==> config.mk <==
export PLATFORM = sky130hd
export DESIGN_NAME = instr_fetch_stage
export DESIGN_NICKNAME = d
export VERILOG_FILES = /design/src/rtl/instr_fetch_stage.sv
export SDC_FILE = /design/constraint.sdc
export NUM_CORES = 1
export LEC_CHECK = 0
export CAP_MARGIN = 0
export CORE_MARGIN = 5
export CORE_UTILIZATION = 44
export DETAILED_ROUTE_END_ITERATION = 10
export PLACE_DENSITY = 0.77
export SETUP_SLACK_MARGIN = 0.5
export SYNTH_ARGS = -nofsm -noshare
export SYNTH_HDL_FRONTEND = slang
export SYNTH_SLANG_ARGS = --single-unit
==> constraint.sdc <==
create_clock -name clk -period 4.4 [get_ports clk]
set_input_delay 0.44 -clock clk [delete_from_list [all_inputs] [get_ports clk]]
set_output_delay 0.44 -clock clk [all_outputs]
set_load 0.03 [all_outputs]
==> src/rtl/instr_fetch_stage.sv <==
// Purpose: instruction fetch stage. Takes a word address from the PC, issues one imem read at a time and buffers tagged results for decode.
// Latency: PC accepted at edge T, imem_req high from T+1, result visible on ir_valid from T+2 when the ack arrives in T+1 and the buffer was empty.
// Backpressure: pc_ready drops while a read is outstanding, during flush, or when the output buffer is full. Decode stalls the buffer with ir_ready=0.
//
// Ports:
//   clk, rst                  rising-edge clock; synchronous active-high reset
//   pc_in/pc_valid/pc_ready   word address from the program counter (valid/ready)
//   imem_addr/imem_req        registered read address and request, held until imem_ack
//   imem_ack/imem_data        read completion and instruction data
//   ir_out/ir_pc/ir_valid     buffer head to decode (instruction, its address, non-empty)
//   ir_ready                  decode consumes the head this cycle
//   flush                     discard buffered entries and any in-flight result
//   fetch_count               instructions delivered to decode
// Build option: define IF_FETCH_COUNT_EN to implement fetch_count. Otherwise it is tied to 0.

module instr_fetch_stage #(
  parameter int ADDR_W     = 32,
  parameter int INSTR_W    = 32,
  parameter int FIFO_DEPTH = 2
) (
  input  logic               clk,
  input  logic               rst,
  input  logic [ADDR_W-1:0]  pc_in,
  input  logic               pc_valid,
  output logic               pc_ready,
  output logic [ADDR_W-1:0]  imem_addr,
  output logic               imem_req,
  input  logic               imem_ack,
  input  logic [INSTR_W-1:0] imem_data,
  output logic [INSTR_W-1:0] ir_out,
  output logic [ADDR_W-1:0]  ir_pc,
  output logic               ir_valid,
  input  logic               ir_ready,
  input  logic               flush,
  output logic [31:0]        fetch_count
);

  localparam int PTR_W = (FIFO_DEPTH > 1) ? $clog2(FIFO_DEPTH) : 1;
  localparam int CNT_W = $clog2(FIFO_DEPTH + 1);

  // WAIT keeps the returning word; DRAIN only waits out a request that a flush has orphaned.
  typedef enum logic [1:0] {IDLE, WAIT, DRAIN} state_t;

  state_t state, state_nxt;
  logic   req_nxt;
  logic   accept, push, pop;

  logic [INSTR_W-1:0] fifo_instr [FIFO_DEPTH];
  logic [ADDR_W-1:0]  fifo_pc    [FIFO_DEPTH];
  logic [PTR_W-1:0]   wr_ptr, rd_ptr;
  logic [CNT_W-1:0]   fifo_count;

  assign pc_ready = (state == IDLE) && !flush && (fifo_count < CNT_W'(FIFO_DEPTH));
  assign accept   = pc_valid && pc_ready;
  assign ir_valid = (fifo_count != '0);
  assign ir_out   = fifo_instr[rd_ptr];
  assign ir_pc    = fifo_pc[rd_ptr];
  assign pop      = ir_valid && ir_ready;

  always_comb begin
    state_nxt = state;
    req_nxt   = imem_req;
    push      = 1'b0;
    case (state)
      IDLE: begin
        if (accept) begin
          state_nxt = WAIT;
          req_nxt   = 1'b1;
        end
      end
      WAIT: begin
        if (flush) begin
          // The memory request cannot be withdrawn; without an ack we must wait it out.
          if (imem_ack) begin
            state_nxt = IDLE;
            req_nxt   = 1'b0;
          end else begin
            state_nxt = DRAIN;
          end
        end else if (imem_ack) begin
          push      = 1'b1;
          state_nxt = IDLE;
          req_nxt   = 1'b0;
        end
      end
      DRAIN: begin
        if (imem_ack) begin
          state_nxt = IDLE;
          req_nxt   = 1'b0;
        end
      end
      default: begin
        state_nxt = IDLE;
        req_nxt   = 1'b0;
      end
    endcase
  end

  // imem_addr doubles as the tag stored with the returned instruction.
  always_ff @(posedge clk) begin
    if (rst) begin
      state     <= IDLE;
      imem_req  <= 1'b0;
      imem_addr <= '0;
    end else begin
      state    <= state_nxt;
      imem_req <= req_nxt;
      if (accept) imem_addr <= pc_in;
    end
  end

  // A push can never meet a full buffer: acceptance already required a free slot
  // and only pops or a flush can change occupancy while the read is outstanding.
  always_ff @(posedge clk) begin
    if (rst) begin
      wr_ptr     <= '0;
      rd_ptr     <= '0;
      fifo_count <= '0;
      for (int i = 0; i < FIFO_DEPTH; i++) begin
        fifo_instr[i] <= '0;
        fifo_pc[i]    <= '0;
      end
    end else if (flush) begin
      wr_ptr     <= '0;
      rd_ptr     <= '0;
      fifo_count <= '0;
    end else begin
      if (push) begin
        fifo_instr[wr_ptr] <= imem_data;
        fifo_pc[wr_ptr]    <= imem_addr;
        wr_ptr             <= wr_ptr + PTR_W'(1);
      end
      if (pop) rd_ptr <= rd_ptr + PTR_W'(1);
      case ({push, pop})
        2'b10:   fifo_count <= fifo_count + CNT_W'(1);
        2'b01:   fifo_count <= fifo_count - CNT_W'(1);
        default: fifo_count <= fifo_count;
      endcase
    end
  end

`ifdef IF_FETCH_COUNT_EN
  // Counts every decode handshake, and survives flush.
  always_ff @(posedge clk) begin
    if (rst)      fetch_count <= '0;
    else if (pop) fetch_count <= fetch_count + 32'd1;
  end
`else
  assign fetch_count = '0;
`endif

endmodule

==> summary.txt, run 1 <==
Power
  – Clock Power Share: 40.1%
  – Part of the power in combinational logic: ~11%
  – NetSw: around 0.00086 W
  – Worst ir drop on vdd: about 0.24 mV
  – Static leakage: about 3.6 nW
  – Sequential Power Share: approximately half
  – P_int: approximately 0.0028 W
  – Sw frac: a little under a quarter
  – Power density over the cells: 380 nW/um2

Drt
  – Final WL: about 16 mm
  – Vias per Instance: 4.86
  – Detailed-route via count: 4,660
  – Antenna Nets Post-Route: 0
  – Pre-Repair DR Iteration Count: 5
  – Drc violations: 0
  – DR iter-0 viols: between 200 and 300
  – WL per Instance: around 17 um

Place
  – Placed insts: between 900 and 1,000
  – DP HPWL: between 10 and 15 mm
  – Area post-placement: about 9100 um2
  – Port-buffer cells: 168
  – Final Wtd Congestion: roughly 0.74

Layout
  – Final cell count without fillers: 959
  – Fin util: roughly three fifths
  – Fin area: 9690 um2
  – Fillers: 1,308
  – Final #Nets: roughly 800
  – Ant. Diodes: 0
  – Synth-to-Final Area Change: 32.3%
  – Share of layout cells above drive strength 1: between 10% and 20%

GRT
  – Initial antenna violation count: 0
  – Vias in the first global route: just under 5,000
  – Grt ovf: 0
  – First-pass GRT wire length: between 20 and 25 mm
  – Largest net degree at the start of global routing: 65
  – GRT Total Usage: between 10% and 20%

STA
  – Relative slew slack: ~27%
  – Skew final: ~0.014 ns
  – Period utilisation layout: between 60% and 70%
  – Setup_tns: 0 ns
  – Fin. Hold Viols: 0
  – Slew @ Worst Pin: between 1 and 1.5 ns
  – Final setup viols: 0
  – Final min period: between 2 and 3 ns
  – Fmax: ~340 MHz
  – Max-slew violations: 0
  – RSZ-0062 raised after global routing: no

Critical path
  – Crit path capture type: output port
  – Slowest CP cell: dfxtp_2
  – CP Data Arrival Time: 2.53 ns
  – Critical Path, Cell by Cell: buf_12 -> mux2_2 -> clkdlybuf4s50_1
  – Setup CP Type: register to output port
  – Critical path's largest stage delay: 0.78 ns
  – Crit-path max FO: 37
  – Data required, critical path: ~4.0 ns
  – Startpoint types: register

Floorplan
  – Die X: roughly 140 um
  – Die height: approximately 140 um
  – I/O pins: 201
  – Starting Density: between 40% and 50%
  – Die Footprint: about 19,000 um2
  – Rows: 47
  – CORE AREA: around 16,000 um2

Job
  – Max Cap Violations: 0

Clock tree
  – Clk_lat worst skew: between 0.4 and 0.5 ns
  – Clock Pin Slew Worst Setup and Hold Paths: around 0.060 ns
  – TritonCTS clock tree: built
  – Root Driver: clkbuf_16
  – Setup Fix Bufs, Post-CTS: 0
  – Post-cts hold buffer count: 0
  – Clk sinks: 168
  – CTS-repair resized insts: 0
  – Clock buffer count from CTS: 17
  – H-tree level count: 4
  – CTS Buffer Depth: 2

Synthesis
  – Number of library cell types mapped by synthesis: 38
  – Post-synth top area share: approximately 53%
  – #FFs+latches synth: 168
  – Synth warn: 0
  – Post-Syn Area: around 7300 um2
  – Largest cells by area after synthesis: edfxtp_1 (53%), and2_1 (11%), dfxtp_1 (11%)
  – Avg Inst Size Synth: 13.0 um2
  – Post-synth EDFFs: between 100 and 150
  – Top FF cell, synth: edfxtp_1
  – Synth cell count leaders: and2_1 (128), edfxtp_1 (128), mux2_2 (65), nand2_1 (65), dfxtp_1 (40)
  – Post-synth ARST share: 0%
  – Sequential element share of the synthesized area: 63.4%
  – Cell count after synthesis: approximately 570
  – Area leader, netlist: edfxtp_1

Hold path
  – Worst hold path type: register to register

Status
  – Status: completed
-- critical path: cells and delay by family (launching register included) --
family   cells  cell delay, ns
flops        1            0.78
buf+inv      2            0.94
mux          1            0.37
-- registers in the layout, summed over array words and instances (netlist names), named ones only --
register / cells
fifo_instr: 64
fifo_pc: 64
imem_addr: 32
fifo_count: 2
state: 2
imem_req: 1
rd_ptr: 1
wr_ptr: 1
-- power by group through the flow --
stage          Clock [W]  Combinational, W  Sequential, W
2_1_floorplan          0          0.000220        0.00185
3_3_place_gp           0          0.000409        0.00182
3_5_place_dp           0          0.000413        0.00183
4_1_cts          0.00150          0.000415        0.00180
5_1_grt          0.00156          0.000436        0.00180
6_report         0.00148          0.000412        0.00179
-- routing by layer --
| metal | share of wire [%] | track usage, % | wire length [um] |
|---|---|---|---|
| met1 | 42 | 19.9 | 6700 |
| met2 | 50 | 27.9 | 7950 |
| met3 | 5.8 | 3.76 | 924 |
| met4 | 2.4 | 6.80 | 377 |
| met5 | 0 | 0 | 0 |
-- cells in the final DEF, fill, tap and decap left out, types with 5 or more instances in the layout --
master           synthesis  final
nand2_1                 65     65
and2_1                 128    128
clkdlybuf4s50_1          0    167
conb_1                   1     32
mux2_2                  65     65
clkbuf_16                0     17
a21oi_1                 34     34
edfxtp_1               128    128
ha_1                     5      5
buf_4                   36      6
dfxtp_1                 40     39
-- path summary, 6_finish.rpt --
| path | startpoint | endpoint | slack [ns] | cells after the start |
|---|---|---|---|---|
| min reg2reg | imem_addr[0] | imem_addr[0] | 0.48 | 2 |
| max reg2reg | state[1] | fifo_pc[0][10] | 2.03 | 6 |
| min | imem_addr[0] | imem_addr[0] | 0.48 | 2 |
| max | register | ir_pc[29] | 1.43 | 3 |
-- through the flow --
step                      total power [W]  hold WS, ns  worst slack, ns
final                             0.00368        0.479             1.43
after global routing              0.00380        0.513             1.29
after CTS                         0.00371        0.480             1.35
after detailed placement          0.00224        0.472             1.60
after global placement            0.00223        0.471             1.70
after floorplan                   0.00207        0.481             1.44
-- final cells by class --
class | count | area (um2) | share of cell area, %
inverter | 3 | 11.3 | 0.116
sequential | 168 | 4650 | 48.0
clock inverter | 12 | 150 | 1.55
tap | 220 | 275 | 2.84
timing repair buffer | 175 | 1740 | 18.0
clock buffer | 20 | 437 | 4.51
multi-input combinational | 361 | 2420 | 25.0
-- kinds of logic after synthesis --
| group | after synthesis | synth area share (%) |
|---|---|---|
| multiplexers | 65 | 10.0 |
| buffers and inverters | 67 | 5.57 |
| AO/OA/AOI/OAI | 44 | 3.42 |
| adder cells (fa/ha/maj) | 5 | 0.855 |
| AND/OR/NAND/NOR | 211 | 16.2 |
| other | 1 | 0.0512 |
| XOR/XNOR | 4 | 0.479 |
| flip-flops | 168 | 63.4 |
(Power assumes the default switching activity.)
==> run 2: changes to the inputs <==
==> constraint.sdc (replaced) <==
create_clock -name clk -period 2.43 [get_ports clk]
set_input_delay 0.243 -clock clk [delete_from_list [all_inputs] [get_ports clk]]
set_output_delay 0.243 -clock clk [all_outputs]
set_load 0.03 [all_outputs]
==> run 2 against run 1 <==
Effect of this change: clock power up 63%; clock skew is 0.0073 ns lower; routed wire length grew 4.8%; highest routed layer unchanged.
==> summary.txt, run 2 (synthesis gave the netlist of run 1 again) <==
Status
  – Status: completed

Floorplan
  – Die X: about 140 um
  – CORE AREA: 16,500 um2
  – Rows: 47
  – Starting Density: between 40% and 50%
  – Die Footprint: between 15,000 and 20,000 um2
  – Die height: roughly 140 um
  – I/O pins: 201

Layout
  – Register area: between 4000 and 5000 um2
  – Footprint of the multi-input gates: ~2400 um2
  – Fillers: roughly 1,400
  – Synth-to-Final Area Change: 31.4%
  – Share of layout cells above drive strength 1: roughly 25%
  – Final cell count without fillers: roughly 970
  – Top flop regs: fifo_instr (64), fifo_pc (64), imem_addr (32)
  – Commonest non-fill, non-tap cells in the layout: and2_1 (128), edfxtp_1 (128), clkdlybuf4s50_1 (101)
  – Final #Nets: roughly 800

Power
  – Sw frac: a little under a quarter
  – Part of the power in combinational logic: between 10% and 20%
  – Worst ir drop on vdd: ~0.47 mV
  – Sequential Power Share: roughly half
  – Clock Power Share: 37.7%
  – Static leakage: between 3 and 4 nW
  – P_int: approximately 0.0049 W
  – NetSw: around 0.0015 W
  – Power density over the cells: roughly 660 nW/um2

Drt
  – Drc violations: 0
  – Detailed-route via count: approximately 4,700
  – Pre-Repair DR Iteration Count: 4
  – WL per Instance: around 17 um
  – Vias per Instance: about 5
  – Antenna Nets Post-Route: 0
  – DR iter-0 viols: ~210
  – Final WL: between 15 and 20 mm

Critical path
  – Crit-path max FO: 16
  – Reg-to-reg slack, setup: about 0.66 ns
  – CP Data Arrival Time: 1.68 ns
  – Worst path depth: 4
  – Buffer and inverter count on the worst path: 3
  – Worst R2R Path Depth: 6
  – Worst setup endpoint: ir_out[8]
  – Slowest CP cell: dfxtp_4
  – CP top delay family: buffers and inverters
  – Critical path's largest stage delay: between 0.4 and 0.5 ns
  – Critical Path, Cell by Cell: buf_12 -> clkbuf_16 -> mux2_2 -> clkbuf_2
  – RR Endpoint: imem_req
  – Startpoint types: register
  – Setup CP Type: register to output port
  – Data required, critical path: around 2.2 ns
  – Worst reg2reg path startpoint: state[0]
  – Crit path capture type: output port

Place
  – Placed insts: 934
  – Port-buffer cells: between 150 and 200
  – Place WS: 0.369 ns
  – Final Wtd Congestion: 0.797
  – DP HPWL: around 11 mm

GRT
  – M2 GR Usage: between 20% and 30%
  – Initial antenna violation count: 1
  – Busiest metal layer after global routing: met2
  – GR Util met3: under 10%
  – GRT Total Usage: between 15 and 20%
  – GR Layer Usage met1: 21.3%
  – First-pass GRT wire length: about 26 mm
  – Grt ovf: 0
  – Largest net degree at the start of global routing: 65
  – Vias in the first global route: between 4,000 and 5,000

STA
  – Fin. Hold Viols: 0
  – RSZ-0062 raised after global routing: yes
  – Period utilisation layout: 79.0%
  – Final min period: about 1.9 ns
  – Final setup viols: 0
  – Setup ws final: between 0.5 and 0.6 ns
  – Setup_tns: 0 ns
  – Fmax: around 520 MHz
  – Hold_ws: 0.235 ns
  – Max-slew violations: 0
  – Skew final: ~0.0063 ns

Clock tree
  – Root Driver: clkbuf_16
  – Clk sinks: between 150 and 200
  – Clock Pin Slew Worst Setup and Hold Paths: approximately 0.06 ns
  – Post-cts hold buffer count: 0
  – Clk_lat worst skew: roughly 0.42 ns
  – CTS Buffer Depth: 2
  – TritonCTS clock tree: built
  – Clock buffer count from CTS: 17
  – H-tree level count: 4

Hold path
  – Worst hold path type: primary input to register
  – Worst Min Path Start: rst

Job
  – Max Cap Violations: 0
run 2: cell count changes in the layout (fill, tap and decap cells not counted), sizes merged:
cell / change
bufinv: -2
clkdlybuf4s50: -66
diode: +1
inv: -1
clkinv: +2
dlygate4sd2: +4
clkbuf: +37
buf: +34
clkinvlp: -1
clkdlybuf4s15: +7
run 2: how the worst min path moves through the flow:
stage | to | cells past startpoint
floorplan | state[1] | 1
global route | imem_addr[1] | 2
global placement | imem_addr[23] | 2
finish | imem_addr[11] | 2
detailed placement | imem_addr[25] | 2
CTS | imem_addr[7] | 2
run 2: timing repair:
item,4_1_cts,5_1_grt
setup endpoints to repair,66,56
gates resized for setup,166,87
cloned,0,4
buffers inserted,2,2
run 2: final cells by class:
class                   count  share of cell area [%]
flip-flops and latches    168                    48.3
clock buffers              21                    4.58
diodes                      1                  0.0260
well taps                 220                    2.86
repair buffers            190                    17.8
multi-input cells         361                    25.4
clock inverters            10                   0.845
inverters                   3                   0.117
run 2: per-stage QoR:
step | power [W] | util [%] | area [um2]
2_1_floorplan | 0.00375 | - | 7460
4_1_cts | 0.00643 | 58.5 | 9630
6_report | 0.00637 | 58.4 | 9620
3_5_place_dp | 0.00408 | 55.9 | 9210
3_3_place_gp | 0.00406 | 55.9 | 9210
5_1_grt | 0.00660 | 58.4 | 9620
run 2: power by group through the flow:
stage	registers (W)	logic [W]	clock network, W
after floorplan	0.00335	0.000401	0
after global placement	0.00330	0.000756	0
after detailed placement	0.00331	0.000765	0
after CTS	0.00325	0.000732	0.00245
after global routing	0.00326	0.000769	0.00257
final	0.00325	0.000720	0.00241
run 2: worst reg2reg max path, delay by kind of cell, from the launching register on:
| kind | cells | cell delay, ns |
|---|---|---|
| AOI/OAI and AO/OA | 2 | 0.33 |
| adders and majority gates | 1 | 0.27 |
| DFF | 1 | 0.34 |
| and+or+nand+nor | 1 | 0.28 |
| buffers and inverters | 2 | 0.46 |
run 2: layer usage:
layer  routed length (um)  vias to the layer above
li1                     -                     2236
met2                 8180                      184
met3                 1180                       22
met5                    0                        -
met4                  327                        0
met1                 7030                     2297
